`config.mk`:
```
export PLATFORM = sky130hd
export DESIGN_NAME = pc_unit
export DESIGN_NICKNAME = d
export VERILOG_FILES = /design/src/rtl/pc_unit.sv
export SDC_FILE = /design/constraint.sdc
export NUM_CORES = 1
export LEC_CHECK = 0
export CORE_UTILIZATION = 55
export CTS_BUF_LIST = sky130_fd_sc_hd__clkbuf_8
export CTS_CLUSTER_SIZE = 16
export DETAILED_ROUTE_END_ITERATION = 10
export DONT_BUFFER_PORTS = 1
export HOLD_SLACK_MARGIN = 0.15
export PLACE_DENSITY = 0.76
export SYNTH_ARGS = -nofsm -noshare
export SYNTH_HDL_FRONTEND = slang
export SYNTH_SLANG_ARGS = --single-unit
```
`constraint.sdc`:
```
create_clock -name clk -period 2.88 [get_ports clk]
set_input_delay 0.576 -clock clk [delete_from_list [all_inputs] [get_ports clk]]
set_output_delay 0.576 -clock clk [all_outputs]
set_load 0.005 [all_outputs]
```
`src/rtl/pc_unit.sv`:
```
// pc_unit: program-counter sequencer with a small branch-target lookup table.
//
// A three-state FSM (IDLE / RUN / HALT) owns the fetch address. In RUN the next
// PC is chosen by priority:
//   1. halt_req -- go to HALT, hold the PC.
//   2. stall    -- hold the PC and taken.
//   3. branch   -- jump_en && flag, load lut[lut_idx].
//   4. increment, wrapping modulo 2^PC_W.
// The LUT is written in any FSM state.
//
// Ports:
//   clk, reset           rising-edge clock, synchronous active-high reset
//   start                begin/restart execution (from IDLE or HALT; ignored in RUN)
//   halt_req, stall      halt / hold requests for the current instruction
//   jump_en, flag        conditional branch and its ALU condition
//   lut_idx              branch-target read index
//   lut_we/waddr/wdata   branch-target write port
//   prog_ctr             registered fetch address
//   taken                registered, set when a branch was taken on the previous edge
//   running, done        registered, set in RUN and HALT respectively
module pc_unit #(
  parameter  int PC_W      = 12,
  parameter  int LUT_DEPTH = 16,
  localparam int IDX_W     = (LUT_DEPTH > 1) ? $clog2(LUT_DEPTH) : 1
) (
  input  logic             clk,
  input  logic             reset,
  input  logic             start,
  input  logic             halt_req,
  input  logic             stall,
  input  logic             jump_en,
  input  logic             flag,
  input  logic [IDX_W-1:0] lut_idx,
  input  logic             lut_we,
  input  logic [IDX_W-1:0] lut_waddr,
  input  logic [PC_W-1:0]  lut_wdata,
  output logic [PC_W-1:0]  prog_ctr,
  output logic             taken,
  output logic             running,
  output logic             done
);

  typedef enum logic [1:0] {
    IDLE = 2'd0,
    RUN  = 2'd1,
    HALT = 2'd2
  } state_t;

  state_t            state, state_nxt;
  logic [PC_W-1:0]   pc_nxt;
  logic              taken_nxt;
  logic [PC_W-1:0]   lut [LUT_DEPTH];

  // The LUT read here sees the pre-edge contents, so a same-cycle write to the
  // branch index only becomes visible to later branches.
  always_comb begin
    state_nxt = state;
    pc_nxt    = prog_ctr;
    taken_nxt = 1'b0;
    unique case (state)
      IDLE: begin
        if (start) begin
          state_nxt = RUN;
          pc_nxt    = '0;
        end
      end
      RUN: begin
        if (halt_req) begin
          state_nxt = HALT;
        end else if (stall) begin
          taken_nxt = taken;
        end else if (jump_en && flag) begin
          pc_nxt    = lut[lut_idx];
          taken_nxt = 1'b1;
        end else begin
          pc_nxt = prog_ctr + 1'b1;
        end
      end
      HALT: begin
        if (start) begin
          state_nxt = RUN;
          pc_nxt    = '0;
        end
      end
      default: begin
        state_nxt = IDLE;
        pc_nxt    = '0;
      end
    endcase
  end

  // running/done are registered from the next state so they line up with the
  // state register without any decode after the flops.
  always_ff @(posedge clk) begin
    if (reset) begin
      state    <= IDLE;
      prog_ctr <= '0;
      taken    <= 1'b0;
      running  <= 1'b0;
      done     <= 1'b0;
      for (int unsigned i = 0; i < LUT_DEPTH; i++) begin
        lut[i[IDX_W-1:0]] <= '0;
      end
    end else begin
      state    <= state_nxt;
      prog_ctr <= pc_nxt;
      taken    <= taken_nxt;
      running  <= (state_nxt == RUN);
      done     <= (state_nxt == HALT);
      if (lut_we) begin
        lut[lut_waddr] <= lut_wdata;
      end
    end
  end

endmodule

```
* Word-level counts from Yosys, hierarchy flattened
Memories as Yosys holds them, arrays and structs flattened. Index checks and enable logic that the tools add are counted.
Cells by class: add/sub/neg operators 1, equality and inequality tests 7, mux-type cells 17, bitwise operators 1, reduce and logical (&&, ||, !) cells 6
Operators with widths (number):
- two-way mux 12 bit | 5
- one-hot mux 12 bit (2 select lines) | 1
- adder 12 x 1 -> 12 bit, second input constant | 1
- OR reduction 12 bit | 1
- two-way mux 1 bit | 7
- equality test 2 x 1 -> 1 bit, second input constant | 2
- equality test 2 bit, second input constant | 2
- two-way mux 2 bit | 2
- two-way mux 4 bit | 1
- inequality test 2 bit, second input constant | 2
- one-hot mux 2 bit (2 select lines) | 1
- AND reduction 3 bit | 1
- OR reduction 3 bit | 1
- logical NOT 2 bit | 1
- inequality test 2 x 1 -> 1 bit, second input constant | 1
- OR reduction 2 bit | 1
- logical AND 1 bit | 1
- inverter 1 bit | 1
Storage, ports and cells: register bits after elaboration 17, memory bits (writable) 192, input bits 28, output and inout port bits 15, word-level logic and storage cells 38, memories 1
Memory list:
- lut | words 16, bits a word 12, read ports 1, clocked after memory_dff 0, wr ports 16, line 52 | logic [PC_W-1:0] lut [LUT_DEPTH];

* Longest topological paths before layout
word-level depth 5, mapped depth 9, mapped depth without buffers 6

* Least setup slack after synthesis
No wires, ideal clock.
kind in2reg, start in lut_idx[0], end reg prog_ctr[8], setup time 0.119 ns, arrival time 2.046 ns, data required time 2.761 ns, slack 0.715 ns, cell stages on the path 6, path buffers 2, path through buf_6 buf_12 mux4_1 mux4_2 a22oi_1 o21ai_1
On the way: word-level cells in the longest chain between the ends 5
RTL lines:
- start: declaration | line 33 | input logic [IDX_W-1:0] lut_idx,
- memory (16 x 12 bit)
- two-way mux 12 bit | line 72 | end else if (jump_en && flag) begin
- two-way mux 12 bit | line 70 | end else if (stall) begin
- two-way mux 12 bit | line 68 | if (halt_req) begin
- one-hot mux 12 bit (2 select lines) | line 60 | unique case (state)
- end signal: assignment | line 106 | prog_ctr <= pc_nxt;
- end: declaration | line 37 | output logic [PC_W-1:0] prog_ctr,
No other way between the ends. The select of a mux whose other input is x is not followed. A chain may end at the register's enable or synchronous reset.

* Worst setup path after layout
start reg state[1], end reg prog_ctr[0]
On the way: word-level cells in the longest chain between the ends 4, elaborated cells between the ends (all ways) 9, classes of those cells 5 x eq/ne; 1 x mux; 3 x reduce/logical
RTL lines:
- start: declaration | line 49 | state_t state, state_nxt;
- start signal: assignment | line 105 | state <= state_nxt;
- equality test 2 bit / logical NOT 2 bit (equally long branches) | line 60
- OR reduction 2 bit (no source line)
- inequality test 2 x 1 -> 1 bit (no source line)
- AND reduction 3 bit (no source line)
Several ways; a longest one is shown, not always the timed one.

==> metrics.md <==
| Metric | Value |
|---|---|
| Largest cells by area after synthesis | edfxtp_1 59%, and2_1 12%, mux2i_1 5.3% |
| Layout cells sized above 1 | 13.09% |
| Int Pwr | 0.004949 W |
| RSZ-0062 raised after global routing | no |
| DRC Markers | 0 |
| Dpl ws | 0.6944 ns |
| Slew Viols, Final | 0 |
| Period minus WS final | 1.958 ns |
| Pre-antenna DRT Iters | 4 |
| Max Fclk | 510.6 MHz |
| Logic pwr share | 5.8% |
| Final hold vios | 0 |
| Vias/cell | approximately 6 |
| Crit share post-route | 68.00% |
| Antenna viol nets, final | 0 |
| Io pins | 43 |
| Crit start category | register |
| Initial core utilization | 56.47% |
| Hold Path Depth | 1 |
| Worst Hold Class | in2reg |
| Antenna diodes | 0 |
| Most frequent cells after synthesis | 194 x and2_1, 192 x edfxtp_1, 52 x mux2i_1 |
| Avg Cell Area, Syn | approximately 14 sq um |
| Initial antenna violation count | 0 |
| Yosys top cell area share | 58.82% |
| Final nets | 751 |
| PortBufs | 0 |
| H-tree Lvls | 2 |
| Distinct cells, synth | 48 |
| Clock power share | 38.5% |
| Worst-path clk slew | roughly 0.07 ns |
| Most common cell in the netlist | and2_1 |
| Finished Layout Cells | 966 |
| Chip Height | roughly 140 um |
| Clock Latency Late Sink | ~0.52 ns |
| Final Setup Violations | 0 |
| Critical Path AT | 2.42 ns |
| PostCTS Resize Cnt | 0 |
| Cells after Synth | 718 |
| Clk buf depth | 3 |
| Largest area contributor in the netlist | edfxtp_1 |
| Total GRT Usage | 26.98% |
| Pwr dens | 597.0 nW/um^2 |
| Routed vias | between 5000 and 6000 |
| Crit end category | register |
| Root buf cell | clkbuf_8 |
| Status | completed |
| Number of cell rows | 48 |
| GRT overflow | 0 |
| Worst Max-Slew Pin Slew | 0.6053 ns |
| Critical Path Fanout Max | 9 |
| Area Overhead vs Synth | 8.182% |
| Gp weighted congestion | 0.9556 |
| First-pass GRT wire length | about 35000 um |
| Worst hold slack | 0.2545 ns |
| #FFs+latches synth | 209 |
| CTS tree | yes |
| Leakage Power | between 3 and 4 nW |
| Setup_tns | 0 ns |
| Worst r2r path cells | 4 |
| Total CTS buffers | 35 |
| # clock sinks | 209 |
| Routed WL per cell | roughly 24 um |
| VDD IR max | between 0.0002 and 0.0003 V |
| Core Region | 17360 sq um |
| Clock skew | 0.01779 ns |
| Sw Share | between 20% and 30% |
| Die Area | 18360 sq um |
| Crit Path Class | reg2reg |
| Syn_nets | 747 |
| Ys async rst share | 0% |
| Ys Warns | 0 |
| Vias in the first global route | 5997 |
| Setup bufs post-CTS | 0 |
| Max Cap Viol | 0 |
| Total Routed Length | 23400 um |
| Starting DRT DRC Count | 482 |
| Ys flop type | edfxtp_1 |
| PnR worst setup slack | 0.9216 ns |
| DIE WIDTH | around 140 um |
| NetSw | 0.001382 W |
| Crit path required time | 3.35 ns |
| DP Wirelength | 15140 um |
| Cell Area, Synth | just under 10000 sq um |
| DP Cell Count | between 900 and 1000 |
| Sequential element share of the synthesized area | 62.29% |
| Seq pwr share | 55.7% |
| FF-to-FF setup slack | between 0.9 and 1 ns |
| Largest net degree at the start of global routing | 52 |
| Worst slew margin | 59.57% |
| Post-synth EDFFs | ~190 |
[worst paths after layout]
check	start	endpoint
max	state[1]	prog_ctr[0]
min	lut_wdata[2]	lut[2][2]
min reg2reg	prog_ctr[8]	prog_ctr[8]
max reg2reg	state[1]	prog_ctr[0]
[flip-flops by register name, summed over array words and instances, names as in the netlist]
signal,count
taken,1
state,2
done,1
running,1
lut,192
prog_ctr,12
[per-stage QoR]
step           total power, W  instance area (sq um)  util [%]
2_1_floorplan        0.003878                   9802         -
3_3_place_gp         0.003931                   9966     57.42
3_5_place_dp         0.003948                   9966     57.42
4_1_cts              0.006363                  10600     61.09
5_1_grt              0.006522                  10600     61.09
6_report             0.006331                  10600     61.09
[worst max-delay path: stages (launching register included)]
cell       delay [ns]
dfxtp_1          0.34
or4b_1           0.59
or2_0            0.40
a2111oi_0        0.46
a21o_1           0.12
[routing by layer]
metal,GRT usage [%],vias to the layer above,wire length (um)
met2,41.65,295,10750
met1,34.96,2948,9398
met5,0,-,0
met4,12.11,0,829
met3,8.642,49,2422
li1,-,2649,-
[power groups by stage]
stage / sequential [W] / clock, W / combinational, W
finish: 0.00353 / 0.00244 / 0.000367
global route: 0.00354 / 0.00259 / 0.000391
floorplan: 0.00356 / 0 / 0.000316
detailed placement: 0.00359 / 0 / 0.000362
global placement: 0.00358 / 0 / 0.000355
CTS: 0.00353 / 0.00247 / 0.000365
[area by class of cell]
cell class,instances,area (sq um)
repair buffers,18,137.6
well taps,225,281.5
fillers,1324,6753
multi-input cells,458,3451
flip-flops and latches,209,6106
clock buffers,39,536.8
clock inverters,17,91.34
[cell families after synthesis]
| group | count (synthesis) | share of synthesized area [%] |
|---|---|---|
| buffers and inverters | 51 | 2.502 |
| AND/OR/NAND/NOR | 303 | 18.16 |
| flip-flops | 209 | 62.29 |
| adder cells (fa/ha/maj) | 1 | 0.1276 |
| AO/OA/AOI/OAI | 74 | 5.042 |
| multiplexers | 79 | 11.78 |
| XOR/XNOR | 1 | 0.08937 |
[placed cells by master, fill, tap and decap left out, types with 17 or more instances in the layout]
| cell type | count |
|---|---|
| edfxtp_1 | 192 |
| nor3_1 | 18 |
| mux2i_1 | 52 |
| or2_2 | 17 |
| dfxtp_1 | 17 |
| nand2_1 | 17 |
| and2_1 | 194 |
| mux4_2 | 20 |
| buf_4 | 17 |
| nor2_1 | 23 |
| clkbuf_8 | 39 |
[timing repair]
action / 4_1_cts / 5_1_grt
endpoints found under the hold margin: 8 / 0
endpoints found under the setup margin: 0 / 0
hold buffers: 1 / 0
(Power assumes the default switching activity.)
